### config.mk
export PLATFORM = sky130hd
export DESIGN_NAME = fp16_add_stream_ctrl
export DESIGN_NICKNAME = d
export VERILOG_FILES = /design/src/rtl/fp16_pkg.sv /design/src/rtl/fp16_result_fifo.sv /design/src/rtl/fp16_add_stream_ctrl.sv
export SDC_FILE = /design/constraint.sdc
export NUM_CORES = 1
export LEC_CHECK = 0
export ABC_AREA = 1
export BUFFER_PORTS_ARGS = -buffer_cell sky130_fd_sc_hd__buf_2
export CAP_MARGIN = 20
export CORE_UTILIZATION = 30
export DETAILED_ROUTE_END_ITERATION = 8
export PLACE_DENSITY = 0.6
export SYNTH_ARGS = -nofsm -noshare
export SYNTH_HDL_FRONTEND = slang
export SYNTH_SLANG_ARGS = --single-unit
### constraint.sdc
create_clock -name clk -period 2.5 [get_ports clk]
set_clock_uncertainty 0.1 [all_clocks]
set_input_delay 0.125 -clock clk [delete_from_list [all_inputs] [get_ports clk]]
set_output_delay 0.125 -clock clk [all_outputs]
set_load 0.05 [all_outputs]
### src/rtl/fp16_pkg.sv
// Shared FP16 constants and types for the adder stream controller.
// Widths and latency here must match the external fpadder.
package fp16_pkg;

    localparam int FP16_W = 16;
    localparam int ADD_LATENCY = 4;
    localparam logic [FP16_W-1:0] FP16_POS_ZERO = 16'h0000;
    localparam int FP16_SIGN_BIT = 15;

    typedef logic [FP16_W-1:0] fp16_t;

endpackage

### src/rtl/fp16_result_fifo.sv
// Result FIFO with first-word-fall-through head.
// Head reads as +0 whenever the FIFO is empty.
module fp16_result_fifo
    import fp16_pkg::*;
#(
    parameter int W     = FP16_W,
    parameter int DEPTH = 4
) (
    input  logic                     clk,
    input  logic                     rst,
    input  logic                     push,
    input  logic [W-1:0]             din,
    input  logic                     pop,
    output logic [W-1:0]             head,
    output logic [$clog2(DEPTH):0]   level
);

    localparam int AW = $clog2(DEPTH);

    logic [W-1:0]  mem [DEPTH];
    logic [AW-1:0] wp;
    logic [AW-1:0] rp;
    logic [AW:0]   cnt;
    logic          full;
    logic          empty;
    logic          do_push;
    logic          do_pop;

    assign empty   = (cnt == '0);
    assign full    = (cnt == (AW+1)'(DEPTH));
    assign do_pop  = pop & ~empty;
    assign do_push = push & (~full | do_pop);

    always_ff @(posedge clk or negedge rst) begin
        if (!rst) begin
            wp  <= '0;
            rp  <= '0;
            cnt <= '0;
        end else begin
            if (do_push) wp <= wp + 1'b1;
            if (do_pop)  rp <= rp + 1'b1;
            unique case ({do_push, do_pop})
                2'b10:   cnt <= cnt + 1'b1;
                2'b01:   cnt <= cnt - 1'b1;
                default: cnt <= cnt;
            endcase
        end
    end

    // Storage needs no reset: the head is masked while empty.
    always_ff @(posedge clk) begin
        if (do_push) mem[wp] <= din;
    end

    assign head  = empty ? W'(FP16_POS_ZERO) : mem[rp];
    assign level = cnt;

endmodule

### src/rtl/fp16_add_stream_ctrl.sv
// Issue/collect controller around a free-running pipelined FP16 adder.
// Issue is credit-limited so every capture finds room in the FIFO.
module fp16_add_stream_ctrl
    import fp16_pkg::*;
#(
    parameter int W       = FP16_W,
    parameter int LATENCY = ADD_LATENCY,
    parameter int DEPTH   = 4
) (
    input  logic                    clk,
    input  logic                    rst,
    input  logic                    in_valid,
    output logic                    in_ready,
    input  logic [W-1:0]            in_a,
    input  logic [W-1:0]            in_b,
    output logic [W-1:0]            add_a,
    output logic [W-1:0]            add_b,
    input  logic [W-1:0]            add_c,
    output logic                    out_valid,
    input  logic                    out_ready,
    output logic [W-1:0]            out_c,
    output logic [$clog2(DEPTH):0]  inflight,
    output logic [$clog2(DEPTH):0]  level
);

    localparam int CW = $clog2(DEPTH) + 1;

    logic [LATENCY:0] tag;
    logic             rdy_q;
    logic             accept;
    logic             push;
    logic             pop;
    logic [CW-1:0]    busy;
    logic [CW-1:0]    fill;
    logic [CW:0]      used;

    assign accept = in_valid & in_ready;
    assign push   = tag[LATENCY];
    assign pop    = out_valid & out_ready;

    always_comb begin
        busy = '0;
        for (int i = 0; i <= LATENCY; i++) begin
            busy = busy + CW'(tag[i]);
        end
    end

    // Credits cover both in-flight ops and queued results.
    assign used     = {1'b0, busy} + {1'b0, fill};
    assign in_ready = rdy_q & (used < (CW+1)'(DEPTH));

    always_ff @(posedge clk or negedge rst) begin
        if (!rst) begin
            add_a <= W'(FP16_POS_ZERO);
            add_b <= W'(FP16_POS_ZERO);
            tag   <= '0;
            rdy_q <= 1'b0;
        end else begin
            rdy_q <= 1'b1;
            tag   <= {tag[LATENCY-1:0], accept};
            if (accept) begin
                add_a <= in_a;
                add_b <= in_b;
            end
        end
    end

    fp16_result_fifo #(
        .W     (W),
        .DEPTH (DEPTH)
    ) u_fifo (
        .clk   (clk),
        .rst   (rst),
        .push  (push),
        .din   (add_c),
        .pop   (pop),
        .head  (out_c),
        .level (fill)
    );

    assign out_valid = (fill != '0);
    assign inflight  = busy;
    assign level     = fill;

endmodule

# After elaboration in Yosys (flattened, before gate mapping)
# Memory sizes are Yosys's and may differ from the RTL's.
# Index checks and enable logic that the tools add are counted.
# word_totals
out_inout_bits,56
mem_bits_rw,64
memories,1
ff_bits,45
wordCells,36
input_bits,52
# memory_table
name,words,word_bits,read_ports,rd_ports_with_merged_regs,write_ports,line_no,rtl
u_fifo.mem,4,16,1,0,1,fp16_result_fifo.sv:20,logic [W-1:0] mem [DEPTH];
# classes
n_eq_ne,3
n_addsub,9
magnitude_cmp,1
n_reduce_logical,3
bitwise,8
mux,4
# ops
op,count
two-way mux 16 bit,1
adder 3 x 1 -> 3 bit,2
one-hot mux 3 bit (2 select lines),1
AND 1 bit,5
"adder 2 x 1 -> 2 bit, second input constant",2
adder 3 x 3 -> 4 bit,1
"less-than comparator 4 x 3 -> 1 bit, second input constant",1
adder 2 x 1 -> 3 bit,1
"adder 3 x 1 -> 3 bit, second input constant",1
"== test 3 bit, second input constant",1
logical NOT 3 bit,1
nonzero test 3 bit,1
"subtractor 3 x 1 -> 3 bit, second input constant",1
adder 1 x 1 -> 2 bit,1
"== test 2 x 1 -> 1 bit, second input constant",1
"== test 2 bit, second input constant",1
two-way mux 1 bit,2
inverter 1 bit,2
nonzero test 2 bit,1
OR 1 bit,1

# Logic depth before layout (Yosys ltp)
# Gate-level depths: netlist of run 1.
# depth
depth_word,8
ltp_mapped,13
depth_no_buf,12

# Hierarchy
# A second synthesis of run 1 with hierarchy kept.
# hier_totals
hier_cells,418
area_unflattened_um2,4638.2
# by_module_without_submodules
module,cells_per_inst,area_per_inst_um2,seq_area_each_um2,n_inst
fp16_result_fifo,244,2949.1,2097.0,1
fp16_add_stream_ctrl,174,1689.1,950.9,1

# Worst setup path after synthesis of run 1
# OpenSTA, ideal clock, no wires.
# synth_timing
kind,register -> output
from,register tag[0]
to,output in_ready
arrival_ns,2.882
required_ns,2.275
path_buffers,1
path_slack_ns,-0.607
stages_incl_launch_ff,13
cell_sequence,dfrtp_1 -> inv_1 -> fa_1 -> fa_1 -> inv_1 -> ha_1 -> ha_1 -> inv_1 -> nand2_1 -> nor2_4 -> buf_2 -> nand2_1 -> inv_1
# synth_via
elab_chain_len,7
# synth_rtl
item,line_no,rtl
from (decl),fp16_add_stream_ctrl.sv:28,logic [LATENCY:0] tag;
from (signal assigned),fp16_add_stream_ctrl.sv:60,"tag <= {tag[LATENCY-1:0], accept};"
adder 1 x 1 -> 2 bit,fp16_add_stream_ctrl.sv:44,busy = busy + CW'(tag[i]);
adder 2 x 1 -> 3 bit,fp16_add_stream_ctrl.sv:44,
adder 3 x 1 -> 3 bit (2 in a row),fp16_add_stream_ctrl.sv:44,
via inflight[2],fp16_add_stream_ctrl.sv:22,"output logic [$clog2(DEPTH):0] inflight,"
adder 3 x 3 -> 4 bit,fp16_add_stream_ctrl.sv:49,"assign used = {1'b0, busy} + {1'b0, fill};"
less-than comparator 4 x 3 -> 1 bit,fp16_add_stream_ctrl.sv:50,assign in_ready = rdy_q & (used < (CW+1)'(DEPTH));
AND 1 bit,fp16_add_stream_ctrl.sv:50,
to (decl),fp16_add_stream_ctrl.sv:13,"output logic in_ready,"
# The timed path passes the listed nets, and every way through them passes these cells.

# Worst setup path in the final report of run 1
# layout_timing
from,register tag[0]
to,output in_ready
# layout_via
elab_chain_len,7
# layout_rtl
item,line_no
adder 1 x 1 -> 2 bit,fp16_add_stream_ctrl.sv:44
adder 2 x 1 -> 3 bit,fp16_add_stream_ctrl.sv:44
adder 3 x 1 -> 3 bit (2 in a row),fp16_add_stream_ctrl.sv:44
adder 3 x 3 -> 4 bit,fp16_add_stream_ctrl.sv:49
less-than comparator 4 x 3 -> 1 bit,fp16_add_stream_ctrl.sv:50
AND 1 bit,fp16_add_stream_ctrl.sv:50
# Every way passes these cells.

==> results of run 1 <==
[kinds of logic (layout without fill, tap and decap cells)]
group                    after synthesis  in the layout  synth area share, %
AO/OA/AOI/OAI                         18             18                 1.89
XOR/XNOR                               4              4                0.735
adder cells (fa/ha/maj)               11             11                 3.36
buffers and inverters                 83            251                 7.84
flip-flops                           109            109                 63.9
other                                  1              1               0.0786
AND/OR/NAND/NOR                      251            251                 22.2
[flip-flops by register name (all words and copies together), names as in the netlist]
register	count
u_fifo.rp	2
rdy_q	1
add_a	16
tag	5
add_b	16
u_fifo.mem	64
u_fifo.level	3
u_fifo.wp	2
[worst max-delay path by stage]
stage / to / depth (start not counted)
after floorplan: in_ready / 10
after global placement: add_b[8] / 13
after detailed placement: add_b[9] / 13
after CTS: in_ready / 10
after global routing: in_ready / 12
final: in_ready / 10
[timing repair]
item	CTS	global route
pin swaps	5	0
hold endpoints to repair	141	3
hold buffers	49	1
endpoints found under the setup margin	34	34
setup buffers	2	0
gates resized for setup	6	1
[metrics by stage]
step                setup WS [ns]  hold WS, ns
global placement          -0.0897        0.237
finish                     -0.253       0.0325
global route               -0.355       0.0454
detailed placement         -0.234        0.241
floorplan                  -0.132       -0.271
CTS                        -0.288       0.0303
[cell type report]
cell class	instances	area, µm²	share of cell area, %
multi-input cells	285	1410	21.6
clock inverters	7	81.3	1.25
inverters	59	225	3.47
flip-flops and latches	109	3050	46.9
repair buffers	176	1250	19.2
clock buffers	9	225	3.47
well taps	211	264	4.06
[routing by layer]
layer  vias to the layer above  share of wire [%]  global-route usage, %
met1                      1740                 43                   15.7
met5                         -                  0                      0
li1                       1837                  -                      -
met2                       125                 49                   24.5
met4                         0                1.2                   4.36
met3                        12                6.3                   4.42
[power by group through the flow]
stage	combinational (mW)	clock, mW	sequential [mW]
global placement	4.19	0	2.59
CTS	4.37	1.48	2.57
global route	4.69	1.56	2.62
floorplan	2.41	0	3.44
finish	4.33	1.44	2.57
detailed placement	4.27	0	2.60
[cell usage after synthesis]
cell / count / area share (%)
nand2_2: 1 / 0.13
ha_1: 8 / 2.1
inv_2: 2 / 0.16
nand2_1: 142 / 11
edfxtp_1: 64 / 40
a21oi_1: 16 / 1.7
nand3_4: 1 / 0.37
buf_6: 4 / 0.94
dfrtp_1: 45 / 24
nand3_2: 1 / 0.21
xor2_1: 1 / 0.18
buf_2: 14 / 1.5
conb_1: 1 / 0.079
o21ai_0: 2 / 0.21
nand4_1: 32 / 4.2
inv_1: 57 / 4.5
fa_1: 3 / 1.3
nand3_1: 2 / 0.21
clkbuf_1: 2 / 0.16
xnor2_1: 3 / 0.55
nor2_4: 1 / 0.24
buf_4: 4 / 0.63
nor2_1: 70 / 5.5
nand3b_1: 1 / 0.16
[critical path: cells and delay by family, from the launching register on]
kind                       cells  cell delay [ns]
and+or+nand+nor                2             0.14
buffers and inverters          4             0.34
adders and majority gates      4             1.34
DFF                            1             0.36
[layout by cell type (no fill, tap or decap), types with 4 or more instances in the layout]
master	n
edfxtp_1	64
nand4_1	32
a21oi_1	16
dfrtp_1	44
buf_2	106
clkbuf_16	9
nor2_1	70
buf_12	4
inv_2	6
ha_1	5
dlygate4sd3_1	50
buf_4	13
inv_1	52
nand2_1	140
==> flow_summary.ini, run 1 <==
[setup_path]
crit_chain = inv_2, fa_1, fa_2, inv_2, ha_4, ha_4, nand3_4, nand2_4, clkinvlp_4, buf_8
crit_type = reg2out
r2r-end = add_a[9]
cpMaxStageDelayCell = fa_1
worstSetupStartpointType = flop
cp_data_arrival_time_ns = 2.53
reg2reg_from = tag[0]
slowest_delay_ns = 0.51
crit_path_end_kind = output pin
critPathMaxFanout = 2
reg2reg_depth = 14
worst_ep_required_time_ns = 2.28
crit_start = tag[0]
r2r_slack_ns = -0.21

[global_route]
grt_max_degree = 46
antenna_found_initial = 0
overflow = 0
grt_pass1_vias = 3640
grt_util_all_layers_pct = 13.8
grt_first_pass_wirelength_um = 17700

[sta]
grt_setup_unrepaired = true
setup_violations = 34
setup_tns_ns = -5.80
fin_crit_ns = 2.75
fmax_mhz = 363
worst_pin_slew_ns = 0.643
hold_viol_final = 0
maxSlewHeadroom_pct = 57.2
post-route-period-util_pct = 110
slew_violations = 0
fin_ws_ns = -0.253

[layout]
fin_util_pct = 42.3
finalNonFillerCells = 856
nFillCells = 1470
final_area_um2 = 6500
area_growth_pct = 36.2
n_antenna_cell = 0
nNetsFinal = 703
layout-drive-gt1-share_pct = 24.7

[clocking]
cts_tree = built
clk_pin_slew_ns = 0.07
cts_buffer_depth = 2
clock-root-buffer = clkbuf_16
htreeDepth = 3
worst_skew_pair.late_latency_ns = 0.34
clkSinkCount = 109
cts_made_buffers = 9

[placement]
gp_congestion = 0.784
dp_hpwl_um = 7180
io_buffers = 107
placed_area_um2 = 5640
numPlacedInstances = 787

[synthesis]
ys_warn_count = 0
ys_seq_elements = 109
synth_cell_types = 24
yosysSeqAreaShare_pct = 63.9
synth_fp_nets = 540
syn_inst = 477
syn_area_um2 = 4770
syn_avg_cell_area_um2 = 10.0

[power]
switching_power_mw = 4.11
seq_power_share_pct = 30.8
swShare_pct = 49.3
power_mw = 8.35
p_clk_share_pct = 17.3
p_comb_share_pct = 51.9
p_int_mw = 4.24
powerDensity_nw_per_um2 = 1290
leakage_nw = 3.06
ir_worst_vdd_v = 0.000868

[min_path]
min_path_type = in2reg
min_to = u_fifo.rp[0]
holdCritStartpoint = out_ready
min_path_cells = 3

[die]
io_pins = 108
initial_core_util_pct = 31.0
dieArea_um2 = 16400
rows = 45
die_w_um = 128
die_h_um = 128
core_um2 = 15400

[routing]
vias = 3714
antenna_left = 0
drtPass1Iterations = 4
wl_um = 10700
first_iter_violations = 179
wl_per_cell_um = 12.5
vias_per_cell = 4.34
remaining_drc_errors = 0

[flow_run]
drv_cap = 0

[outcome]
status = finished with violations
violations = negative setup slack
No activity file was read; power rests on OpenSTA's default activity.
==> inputs of run 2 (changes only) <==
--- a/config.mk
+++ b/config.mk
@@ -8,6 +8,7 @@
 export ABC_AREA = 1
 export BUFFER_PORTS_ARGS = -buffer_cell sky130_fd_sc_hd__buf_2
 export CAP_MARGIN = 20
+export CORE_MARGIN = 2
 export CORE_UTILIZATION = 30
 export DETAILED_ROUTE_END_ITERATION = 8
 export PLACE_DENSITY = 0.6
==> run 2 against run 1 <==
Effect of this change: the run still ends with negative setup slack left; non-clock buffer count rose by 10; fmax shrank 1.8%; core utilization grew 1.2 points; critical path type is now reg2reg.
==> flow_summary.ini, run 2 (synthesis results as in run 1) <==
[outcome]
status = finished with violations
violations = negative setup slack

[sta]
hold_viol_final = 0
fin_ws_ns = -0.303
maxSlewHeadroom_pct = 58.3
worst_pin_slew_ns = 0.626
slew_violations = 0
setup_tns_ns = -9.12
grt_setup_unrepaired = true
post-route-period-util_pct = 112
fin_crit_ns = 2.80
setup_violations = 35
fmax_mhz = 357

[routing]
first_iter_violations = 261
remaining_drc_errors = 0
wl_per_cell_um = 13.9
wl_um = 12100
highest_layer = met4
drtPass1Iterations = 7
wl_met1_um = 5210
dr_wl_met3_um = 775
met2WireLength_um = 5930
vias = 3872
antenna_left = 0
vias_per_cell = 4.45

[layout]
regArea_um2 = 3050
top_regs = u_fifo.mem x64, add_a x16, add_b x16
final_common_cell = buf_2
largest_reg_flops = 64
layout-drive-gt1-share_pct = 31.6
n_antenna_cell = 0
multi_input_area_um2 = 1560
finalNonFillerCells = 871
area_growth_pct = 43.3
nNetsFinal = 713
final_cell_mix = buf_2, nand2_1, nor2_1
nFillCells = 1470
top_register = u_fifo.mem

[power]
swShare_pct = 49.9
leakage_nw = 3.17
p_clk_share_pct = 15.5
p_int_mw = 4.37
ir_worst_vdd_v = 0.000796
switching_power_mw = 4.34
p_comb_share_pct = 53.5
seq_power_share_pct = 31.0
powerDensity_nw_per_um2 = 1270

[global_route]
grt_pass1_vias = 3845
overflow = 0
antenna_found_initial = 0
grt_max_degree = 46
grt_util_all_layers_pct = 14.5
grt_first_pass_wirelength_um = 18900

[placement]
dp_hpwl_um = 7010
gp_congestion = 0.793
place_ws_ns = -0.156
numPlacedInstances = 791
io_buffers = 107

[setup_path]
crit_type = reg2reg
crit_path_end_kind = flop
path_delay_family = adder cells
path_common_cell = inv_2
critPathBufInv = 7
crit_chain = inv_2, fa_1, fa_2, inv_2, ha_4, ha_4, inv_2, nand2_2, nor2_4, buf_4, buf_6, buf_6, clkbuf_16, nand4_1, nand2_2
cp_data_arrival_time_ns = 3.00
cpMaxStageDelayCell = fa_1
worst_ep_required_time_ns = 2.70
critPathMaxFanout = 16
slowest_delay_ns = 0.49
worstSetupStartpointType = flop

[clocking]
worst_skew_pair.late_latency_ns = 0.35
clock-root-buffer = clkbuf_16
cts_buffer_depth = 2
cts_tree = built
clk_pin_slew_ns = 0.08
clkSinkCount = 109
cts_made_buffers = 9
htreeDepth = 3

[flow_run]
drv_cap = 0

[die]
rows = 46
dieArea_um2 = 16900
die_h_um = 130
initial_core_util_pct = 30.4
die_w_um = 130
core_um2 = 15700
io_pins = 108

[min_path]
min_path_type = in2reg
==> run 2: worst min-delay path, cell delays in order <==
cell and delay, ns:
buf_2 0.10, nand2_1 0.14, xnor2_1 0.08
==> run 2: final timing paths <==
path                           start           end  slack [ns]  cells past startpoint
min                        out_ready  u_fifo.rp[0]        0.03                      3
max in group asynchronous        rst  u_fifo.rp[0]        1.56                      3
min reg2reg                   tag[2]        tag[3]        0.29                      0
max reg2reg                   tag[0]      add_a[3]       -0.30                     15
min in group asynchronous        rst     add_a[11]        0.28                      3
max                           tag[0]      add_a[3]       -0.30                     15
==> run 2: area by class of cell <==
type                    instances  area share, %
clock inverters                 7          0.714
multi-input cells             285           22.8
inverters                      59           3.37
flip-flops and latches        109           44.6
well taps                     216           3.95
clock buffers                   9           3.29
repair buffers                186           21.2
==> run 2: timing repair <==
item	in CTS	in global routing
hold endpoints to repair	141	0
setup endpoints to repair	35	40
resized for setup	24	48
hold buffers	49	0
pin swaps	6	12
cloned	3	3
buffers inserted	4	7
==> run 2: routing by layer <==
| layer | vias to the layer above | GRT usage (%) |
|---|---|---|
| met5 | - | 0 |
| met4 | 0 | 5.95 |
| met3 | 19 | 4.22 |
| met2 | 162 | 24.7 |
| met1 | 1829 | 17.2 |
| li1 | 1862 | - |
==> run 2: power by group through the flow <==
stage	combinational (mW)	sequential, mW	clock [mW]
after floorplan	2.41	3.44	0
after global placement	4.10	2.64	0
after detailed placement	4.18	2.65	0
after CTS	4.39	2.64	1.40
after global routing	5.03	2.76	1.46
final	4.66	2.70	1.35
==> run 2: per-stage QoR <==
step | hold WS (ns) | area [µm²] | util [%] | total power, mW
floorplan | -0.271 | 4840 | - | 5.85
global placement | 0.138 | 5640 | 35.9 | 6.74
detailed placement | 0.153 | 5640 | 35.9 | 6.82
CTS | 0.0189 | 6560 | 41.8 | 8.42
global route | 0.0486 | 6840 | 43.5 | 9.25
finish | 0.0340 | 6840 | 43.5 | 8.71
